File: src/rtl/ps2_mouse_packet_decoder_if.sv
// Byte-stream input and decoded-packet outputs of the PS/2 mouse packet decoder.
// master = byte source / consumer of decoded data, slave = the decoder itself.
interface ps2_mouse_packet_decoder_if #(
  parameter int POS_W = 10
);
  logic [7:0]        rx_data;
  logic              rx_valid;
  logic [2:0]        buttons;
  logic signed [8:0] dx;
  logic signed [8:0] dy;
  logic signed [3:0] dz;
  logic [1:0]        ovf;
  logic              pkt_valid;
  logic [POS_W-1:0]  pos_x;
  logic [POS_W-1:0]  pos_y;
  logic              sync_err;
  logic              timeout;

  modport master (
    output rx_data, rx_valid,
    input  buttons, dx, dy, dz, ovf, pkt_valid, pos_x, pos_y, sync_err, timeout
  );

  modport slave (
    input  rx_data, rx_valid,
    output buttons, dx, dy, dz, ovf, pkt_valid, pos_x, pos_y, sync_err, timeout
  );
endinterface

File: src/rtl/ps2_mouse_packet_decoder.sv
// Assembles PS/2 mouse bytes into 3- or 4-byte packets, decodes buttons/deltas and
// tracks a clamped cursor; resyncs on a bad sync bit or an inter-byte timeout.
module ps2_mouse_packet_decoder #(
  parameter int PACKET_BYTES = 3,
  parameter int POS_W        = 10,
  parameter int X_MAX        = 639,
  parameter int Y_MAX        = 479,
  parameter int TIMEOUT_CYC  = 2500000,
  parameter int TO_W         = 22
) (
  input logic CLOCK,
  input logic reset,
  ps2_mouse_packet_decoder_if.slave bus
);
  localparam int                    SW       = POS_W + 2;
  localparam logic [1:0]            LAST_IDX = 2'(PACKET_BYTES - 1);
  localparam logic [TO_W-1:0]       TO_LAST  = TO_W'(TIMEOUT_CYC - 1);
  localparam logic signed [SW-1:0]  X_LIM    = SW'(X_MAX);
  localparam logic signed [SW-1:0]  Y_LIM    = SW'(Y_MAX);

  typedef enum logic [1:0] {
    WAIT_B0 = 2'd0,
    WAIT_B1 = 2'd1,
    WAIT_B2 = 2'd2,
    WAIT_B3 = 2'd3
  } state_t;

  state_t           state_reg, state_next, cur_state;
  logic [TO_W-1:0]  cnt_reg, cnt_next;
  logic             expire, store_en, do_decode, sync_next, timeout_next;

  logic [2:0][7:0]  pkt_byte;
  logic [3:0]       dz_raw;

  logic [2:0]        buttons_reg;
  logic signed [8:0] dx_reg, dy_reg;
  logic signed [3:0] dz_reg;
  logic [1:0]        ovf_reg;
  logic              pkt_valid_reg, sync_err_reg, timeout_reg;
  logic [POS_W-1:0]  pos_x_reg, pos_y_reg;

  // Earlier packet bytes are held in registers; the final byte is used straight off rx_data.
  genvar gi;
  generate
    for (gi = 0; gi < 3; gi++) begin : g_byte
      if (gi < PACKET_BYTES - 1) begin : g_store
        logic [7:0] byte_reg;
        always_ff @(posedge CLOCK) begin
          if (reset) begin
            byte_reg <= '0;
          end else if (store_en && (2'(cur_state) == 2'(gi))) begin
            byte_reg <= bus.rx_data;
          end
        end
        assign pkt_byte[gi] = byte_reg;
      end else begin : g_live
        assign pkt_byte[gi] = bus.rx_data;
      end
    end

    if (PACKET_BYTES == 4) begin : g_wheel
      assign dz_raw = bus.rx_data[3:0];
    end else begin : g_no_wheel
      assign dz_raw = 4'h0;
    end
  endgenerate

  always_ff @(posedge CLOCK) begin
    if (reset) begin
      state_reg <= WAIT_B0;
      cnt_reg   <= '0;
    end else begin
      state_reg <= state_next;
      cnt_reg   <= cnt_next;
    end
  end

  // Expiry forces the FSM back to WAIT_B0 first, so a byte arriving on that
  // same cycle is judged as a fresh byte0 candidate.
  always_comb begin
    state_next   = state_reg;
    cnt_next     = '0;
    expire       = 1'b0;
    store_en     = 1'b0;
    do_decode    = 1'b0;
    sync_next    = 1'b0;
    timeout_next = 1'b0;

    if (state_reg != WAIT_B0) begin
      if (cnt_reg == TO_LAST) begin
        expire = 1'b1;
      end else if (!bus.rx_valid) begin
        cnt_next = cnt_reg + 1'b1;
      end
    end

    cur_state = expire ? WAIT_B0 : state_reg;

    if (expire) begin
      timeout_next = 1'b1;
      state_next   = WAIT_B0;
    end

    if (bus.rx_valid) begin
      if (cur_state == WAIT_B0) begin
        if (bus.rx_data[3]) begin
          store_en   = 1'b1;
          state_next = WAIT_B1;
        end else begin
          // The timeout pulse owns this cycle; the rejected byte is still dropped.
          sync_next = !expire;
        end
      end else if (2'(cur_state) == LAST_IDX) begin
        do_decode  = pkt_byte[0][3];
        state_next = WAIT_B0;
      end else begin
        store_en   = 1'b1;
        state_next = state_t'(2'(cur_state) + 2'd1);
      end
    end
  end

  logic signed [8:0]    dx_pkt, dy_pkt;
  logic signed [SW-1:0] x_step, y_step, x_sum, y_sum;
  logic [POS_W-1:0]     x_clamp, y_clamp;

  // Wide signed sum so the clamp sees true over/underflow instead of a wrap.
  always_comb begin
    dx_pkt = {pkt_byte[0][4], pkt_byte[1]};
    dy_pkt = {pkt_byte[0][5], pkt_byte[2]};
    x_step = pkt_byte[0][6] ? '0 : {{(SW-9){dx_pkt[8]}}, dx_pkt};
    y_step = pkt_byte[0][7] ? '0 : {{(SW-9){dy_pkt[8]}}, dy_pkt};
    x_sum  = $signed({2'b00, pos_x_reg}) + x_step;
    y_sum  = $signed({2'b00, pos_y_reg}) - y_step;

    if (x_sum < 0) begin
      x_clamp = '0;
    end else if (x_sum > X_LIM) begin
      x_clamp = POS_W'(X_MAX);
    end else begin
      x_clamp = x_sum[POS_W-1:0];
    end

    if (y_sum < 0) begin
      y_clamp = '0;
    end else if (y_sum > Y_LIM) begin
      y_clamp = POS_W'(Y_MAX);
    end else begin
      y_clamp = y_sum[POS_W-1:0];
    end
  end

  always_ff @(posedge CLOCK) begin
    if (reset) begin
      buttons_reg   <= '0;
      dx_reg        <= '0;
      dy_reg        <= '0;
      dz_reg        <= '0;
      ovf_reg       <= '0;
      pkt_valid_reg <= 1'b0;
      sync_err_reg  <= 1'b0;
      timeout_reg   <= 1'b0;
      pos_x_reg     <= POS_W'(X_MAX >> 1);
      pos_y_reg     <= POS_W'(Y_MAX >> 1);
    end else begin
      pkt_valid_reg <= do_decode;
      sync_err_reg  <= sync_next;
      timeout_reg   <= timeout_next;
      if (do_decode) begin
        buttons_reg <= pkt_byte[0][2:0];
        dx_reg      <= dx_pkt;
        dy_reg      <= dy_pkt;
        dz_reg      <= dz_raw;
        ovf_reg     <= pkt_byte[0][7:6];
        pos_x_reg   <= x_clamp;
        pos_y_reg   <= y_clamp;
      end
    end
  end

  assign bus.buttons   = buttons_reg;
  assign bus.dx        = dx_reg;
  assign bus.dy        = dy_reg;
  assign bus.dz        = dz_reg;
  assign bus.ovf       = ovf_reg;
  assign bus.pkt_valid = pkt_valid_reg;
  assign bus.pos_x     = pos_x_reg;
  assign bus.pos_y     = pos_y_reg;
  assign bus.sync_err  = sync_err_reg;
  assign bus.timeout   = timeout_reg;

endmodule

File: src/flat_wrapper.sv
// flat-port wrapper written by rule: the top's interface ports become plain ports
module ps2_mouse_packet_decoder_flat 
#(
  parameter int PACKET_BYTES = 3,
  parameter int POS_W        = 10,
  parameter int X_MAX        = 639,
  parameter int Y_MAX        = 479,
  parameter int TIMEOUT_CYC  = 2500000,
  parameter int TO_W         = 22
)
  (CLOCK, reset, bus_rx_data, bus_rx_valid, bus_buttons, bus_dx, bus_dy, bus_dz, bus_ovf, bus_pkt_valid, bus_pos_x, bus_pos_y, bus_sync_err, bus_timeout);
  ps2_mouse_packet_decoder_if #(.POS_W(POS_W)) bus_i ();
  input logic CLOCK;
  input logic reset;
  input wire logic [$bits(bus_i.rx_data)-1:0] bus_rx_data;
  input wire logic [$bits(bus_i.rx_valid)-1:0] bus_rx_valid;
  output wire logic [$bits(bus_i.buttons)-1:0] bus_buttons;
  output wire logic [$bits(bus_i.dx)-1:0] bus_dx;
  output wire logic [$bits(bus_i.dy)-1:0] bus_dy;
  output wire logic [$bits(bus_i.dz)-1:0] bus_dz;
  output wire logic [$bits(bus_i.ovf)-1:0] bus_ovf;
  output wire logic [$bits(bus_i.pkt_valid)-1:0] bus_pkt_valid;
  output wire logic [$bits(bus_i.pos_x)-1:0] bus_pos_x;
  output wire logic [$bits(bus_i.pos_y)-1:0] bus_pos_y;
  output wire logic [$bits(bus_i.sync_err)-1:0] bus_sync_err;
  output wire logic [$bits(bus_i.timeout)-1:0] bus_timeout;
  assign bus_i.rx_data = bus_rx_data;
  assign bus_i.rx_valid = bus_rx_valid;
  assign bus_buttons = bus_i.buttons;
  assign bus_dx = bus_i.dx;
  assign bus_dy = bus_i.dy;
  assign bus_dz = bus_i.dz;
  assign bus_ovf = bus_i.ovf;
  assign bus_pkt_valid = bus_i.pkt_valid;
  assign bus_pos_x = bus_i.pos_x;
  assign bus_pos_y = bus_i.pos_y;
  assign bus_sync_err = bus_i.sync_err;
  assign bus_timeout = bus_i.timeout;
  ps2_mouse_packet_decoder #(.PACKET_BYTES(PACKET_BYTES), .POS_W(POS_W), .X_MAX(X_MAX), .Y_MAX(Y_MAX), .TIMEOUT_CYC(TIMEOUT_CYC), .TO_W(TO_W)) u_core (.CLOCK(CLOCK), .reset(reset), .bus(bus_i));
endmodule
File: config.mk
export PLATFORM = sky130hd
export DESIGN_NAME = ps2_mouse_packet_decoder_flat
export DESIGN_NICKNAME = d
export VERILOG_FILES = /design/src/rtl/ps2_mouse_packet_decoder_if.sv /design/src/rtl/ps2_mouse_packet_decoder.sv /design/src/flat_wrapper.sv
export SDC_FILE = /design/constraint.sdc
export NUM_CORES = 1
export LEC_CHECK = 0
export CAP_MARGIN = 20
export CORE_MARGIN = 4
export CORE_UTILIZATION = 55
export DETAILED_ROUTE_END_ITERATION = 8
export PLACE_DENSITY = 0.86
export SLEW_MARGIN = 0
export SYNTH_ARGS = -nofsm -noshare
export SYNTH_HDL_FRONTEND = slang
export SYNTH_SLANG_ARGS = --single-unit
File: constraint.sdc
create_clock -name CLOCK -period 3.4 [get_ports CLOCK]
set_input_delay 0.68 -clock CLOCK [delete_from_list [all_inputs] [get_ports CLOCK]]
set_output_delay 0.68 -clock CLOCK [all_outputs]
set_load 0.01 [all_outputs]
==> run_results.csv <==
group,metric,value,unit
logic_synthesis,synth-xor-area-share,5.51,%
cts,clkLatencyLatePin,0.37,ns
logic_synthesis,synthDistinctLibCells,62,
global_routing,grtUsageTotal,22.4,%
logic_synthesis,postSynthCellCount,552,
cts,cts_tree,"built",
floorplanning,rows,33,
cells_and_area,final_util,66.3,%
logic_synthesis,yosysMostFrequentCell,"dfxtp_1",
cells_and_area,drive_above_1_share,8.33,%
drt,drc_errors,0,
logic_synthesis,syn_area,4610,sq um
sta,finalHoldViolCount,0,
hold_path,hold_end,"u_core.bus.dy[1]",
cts,htreeDepth,3,
sta,fin_crit_sh,94.0,%
global_routing,grt_antenna_before_repair,0,
drt,postRouteAntennaNets,0,
logic_synthesis,synth_compound_area_share,17.5,%
cells_and_area,ff_latch_area,1720,sq um
drt,wirelength,10800,um
global_routing,grt_start_max_net_pins,48,
logic_synthesis,synth-edff-count,0,
logic_synthesis,syn_area_per_cell,8.36,sq um
setup_path,path_class,"input pin to flip-flop",
floorplanning,die_y,99.6,um
floorplanning,io_pins,61,
setup_path,worst_setup_path_end_kind,"flip-flop",
sta,fmax,313,MHz
floorplanning,core,8180,sq um
setup_path,cp_max_fo,6,
logic_synthesis,synth_area_leaders,"dfxtp_1 (37%), ha_1 (6.5%), a21oi_1 (6.4%)",
logic_synthesis,ys_top_cells_by_count,"dfxtp_1 (86), nand2_1 (78), a21oi_1 (59)",
logic_synthesis,synth_ff_type,"dfxtp_1",
global_routing,grt_pass1_vias,3878,
drt,drtIter0Drc,256,
logic_synthesis,synthSimpleGateAreaFrac,24.2,%
power_and_ir_drop,powerDensity,360,nW/um^2
logic_synthesis,yosys.area.top_type,"dfxtp_1",
logic_synthesis,async_flop_share,0,%
cells_and_area,multi_input_area,2700,sq um
global_routing,grt_pass1_wl,17900,um
cells_and_area,fillers,634,
cts,cts_root_buf,"clkbuf_8",
drt,via_count,4141,
hold_path,min_from,"u_core.bus.dy[1]",
sta,clock_skew,0.0107,ns
global_routing,overflow,0,
sta,min_period,3.20,ns
sta,finalWorstSetupSlack,0.202,ns
setup_path,rr_worst_depth,12,
setup_path,required,3.69,ns
sta,drv_slew,0,
cts,post-cts-setup-buffers,0,
run,cap_violations,0,
power_and_ir_drop,irDropWorstVdd,0.199,mV
logic_synthesis,synth.yosys.seq_area_share,37.3,%
logic_synthesis,synth-seq-cells,86,
cts,cts.clk_slew.worst_paths,0.09,ns
sta,maxSlewHeadroom,51.5,%
logic_synthesis,synth_fa_ha_area_share,7.38,%
drt,viasPerCell,5.78,
cells_and_area,stdcell_area,5420,sq um
sta,tightest_slew,0.722,ns
place,routabilityCongestion,0.889,
cts,cts_sinks,86,
setup_path,crit_arrival,3.49,ns
floorplanning,initial_core_util,56.4,%
setup_path,startpoint,"bus_rx_data[0]",
setup_path,worstSetupStartpointType,"input pin",
logic_synthesis,synthMuxAreaShare,3.47,%
floorplanning,die_w,99.6,um
sta,setup_violations,0,
cells_and_area,antenna_cells,0,
drt,routedWlPerCell,15.0,um
hold_path,holdPathStages,2,
logic_synthesis,yosys_warnings,0,
cells_and_area,area_growth,17.4,%
floorplanning,die-area,9920,sq um
place,place_area,5240,sq um
place,port_buffers,56,
cells_and_area,largest_register_ffs,22,
setup_path,timing.rr.end,"u_core.bus.pos_x[3]",
hold_path,hold_class,"flip-flop to flip-flop",
place,dpl.hpwl,7960,um
logic_synthesis,yosys.area.top_type_share,37.3,%
cts,numCtsBuffers,9,
drt,dr.pass1.iters,5,
setup_path,rrSetupSlack,0.32,ns
run_status,status,"finished clean",
place,place_ws,-0.240,ns
cells_and_area,fin_nets,644,
cts,ctsLongestPathBuffers,2,
sta,rsz0062_at_grt,"false",
power_and_ir_drop,p_leak,2.09,nW
power_and_ir_drop,total_power,1.95,mW
logic_synthesis,synth_top_family_by_area,"simple AND/OR/NAND/NOR gates",
sta,hold_slack,0.457,ns
setup_path,rr_startpoint,"u_core.g_byte[0].g_store.byte_reg[6]",
==> cell families (layout without fill, tap and decap cells) <==
kind of cell,after synthesis,in the layout
buf+inv,39,96
mux,16,16
other cells,1,4
flops,86,86
fa+ha+maj,26,26
simple gates,229,229
xor+xnor,29,29
compound gates,126,126
==> layout make-up <==
type / count / area share [%]
multi-input cells: 430 / 49.8
clock buffers: 9 / 2.29
clock inverters: 7 / 0.878
inverters: 11 / 0.762
repair buffers: 69 / 12.1
well taps: 105 / 2.42
flip-flops and latches: 86 / 31.8
==> cell usage in the layout, fill, tap and decap left out, types with 8 or more instances in the layout <==
| master | n |
|---|---|
| nand2b_1 | 13 |
| mux2i_1 | 16 |
| dfxtp_1 | 86 |
| nand3_1 | 15 |
| xor2_1 | 15 |
| buf_4 | 13 |
| clkdlybuf4s50_1 | 55 |
| inv_1 | 11 |
| nand2_1 | 78 |
| clkbuf_8 | 9 |
| nor4_1 | 13 |
| o21ai_0 | 20 |
| xnor2_1 | 14 |
| ha_1 | 24 |
| nor2_1 | 56 |
| or3_1 | 8 |
| a21oi_1 | 59 |
| nor2b_1 | 14 |
==> critical path: stages <==
cell	delay, ns
clkdlybuf4s50_1	0.47
nor2b_1	0.14
ha_1	0.17
inv_1	0.06
fa_2	0.37
a211oi_2	0.26
o21ai_1	0.13
a31oi_1	0.24
nor2_1	0.10
a211oi_2	0.23
a21oi_2	0.09
or3_1	0.37
o31ai_2	0.18
==> report_power, final <==
group | internal [mW] | switching [mW]
Combinational | 0.112 | 0.154
Clock | 0.266 | 0.391
Sequential | 1.02 | 0.0103
==> repair_timing <==
action                                  CTS  global route
hold buffers                              0             0
endpoints found under the setup margin    0             3
gates resized for setup                   0             1
==> metal layers <==
layer	part of all wire, %	wire length (um)	up-vias	GRT usage, %
met4	2.0	214	0	7.88
met1	45	4800	1947	28.0
met2	47	5110	134	37.3
li1	-	-	2035	-
met3	6.1	660	25	5.82
met5	0	0	-	0
==> stage by stage <==
step	TNS, ns	instances
3_3_place_gp	-0.340	701
2_1_floorplan	0	555
5_1_grt	0	717
6_report	0	717
3_5_place_dp	-1.09	701
4_1_cts	0	717
==> worst max-delay path by stage <==
stage                                     end  depth (start not counted)  slack, ns
after floorplan           u_core.bus.pos_y[5]                         12       0.37
after global placement    u_core.bus.pos_y[5]                         13      -0.15
after detailed placement  u_core.bus.pos_y[5]                         13      -0.24
after CTS                 u_core.bus.pos_y[5]                         13       0.14
after global routing      u_core.bus.pos_y[5]                         13       0.03
final                     u_core.bus.pos_y[5]                         13       0.20
(Power assumes the default switching activity.)
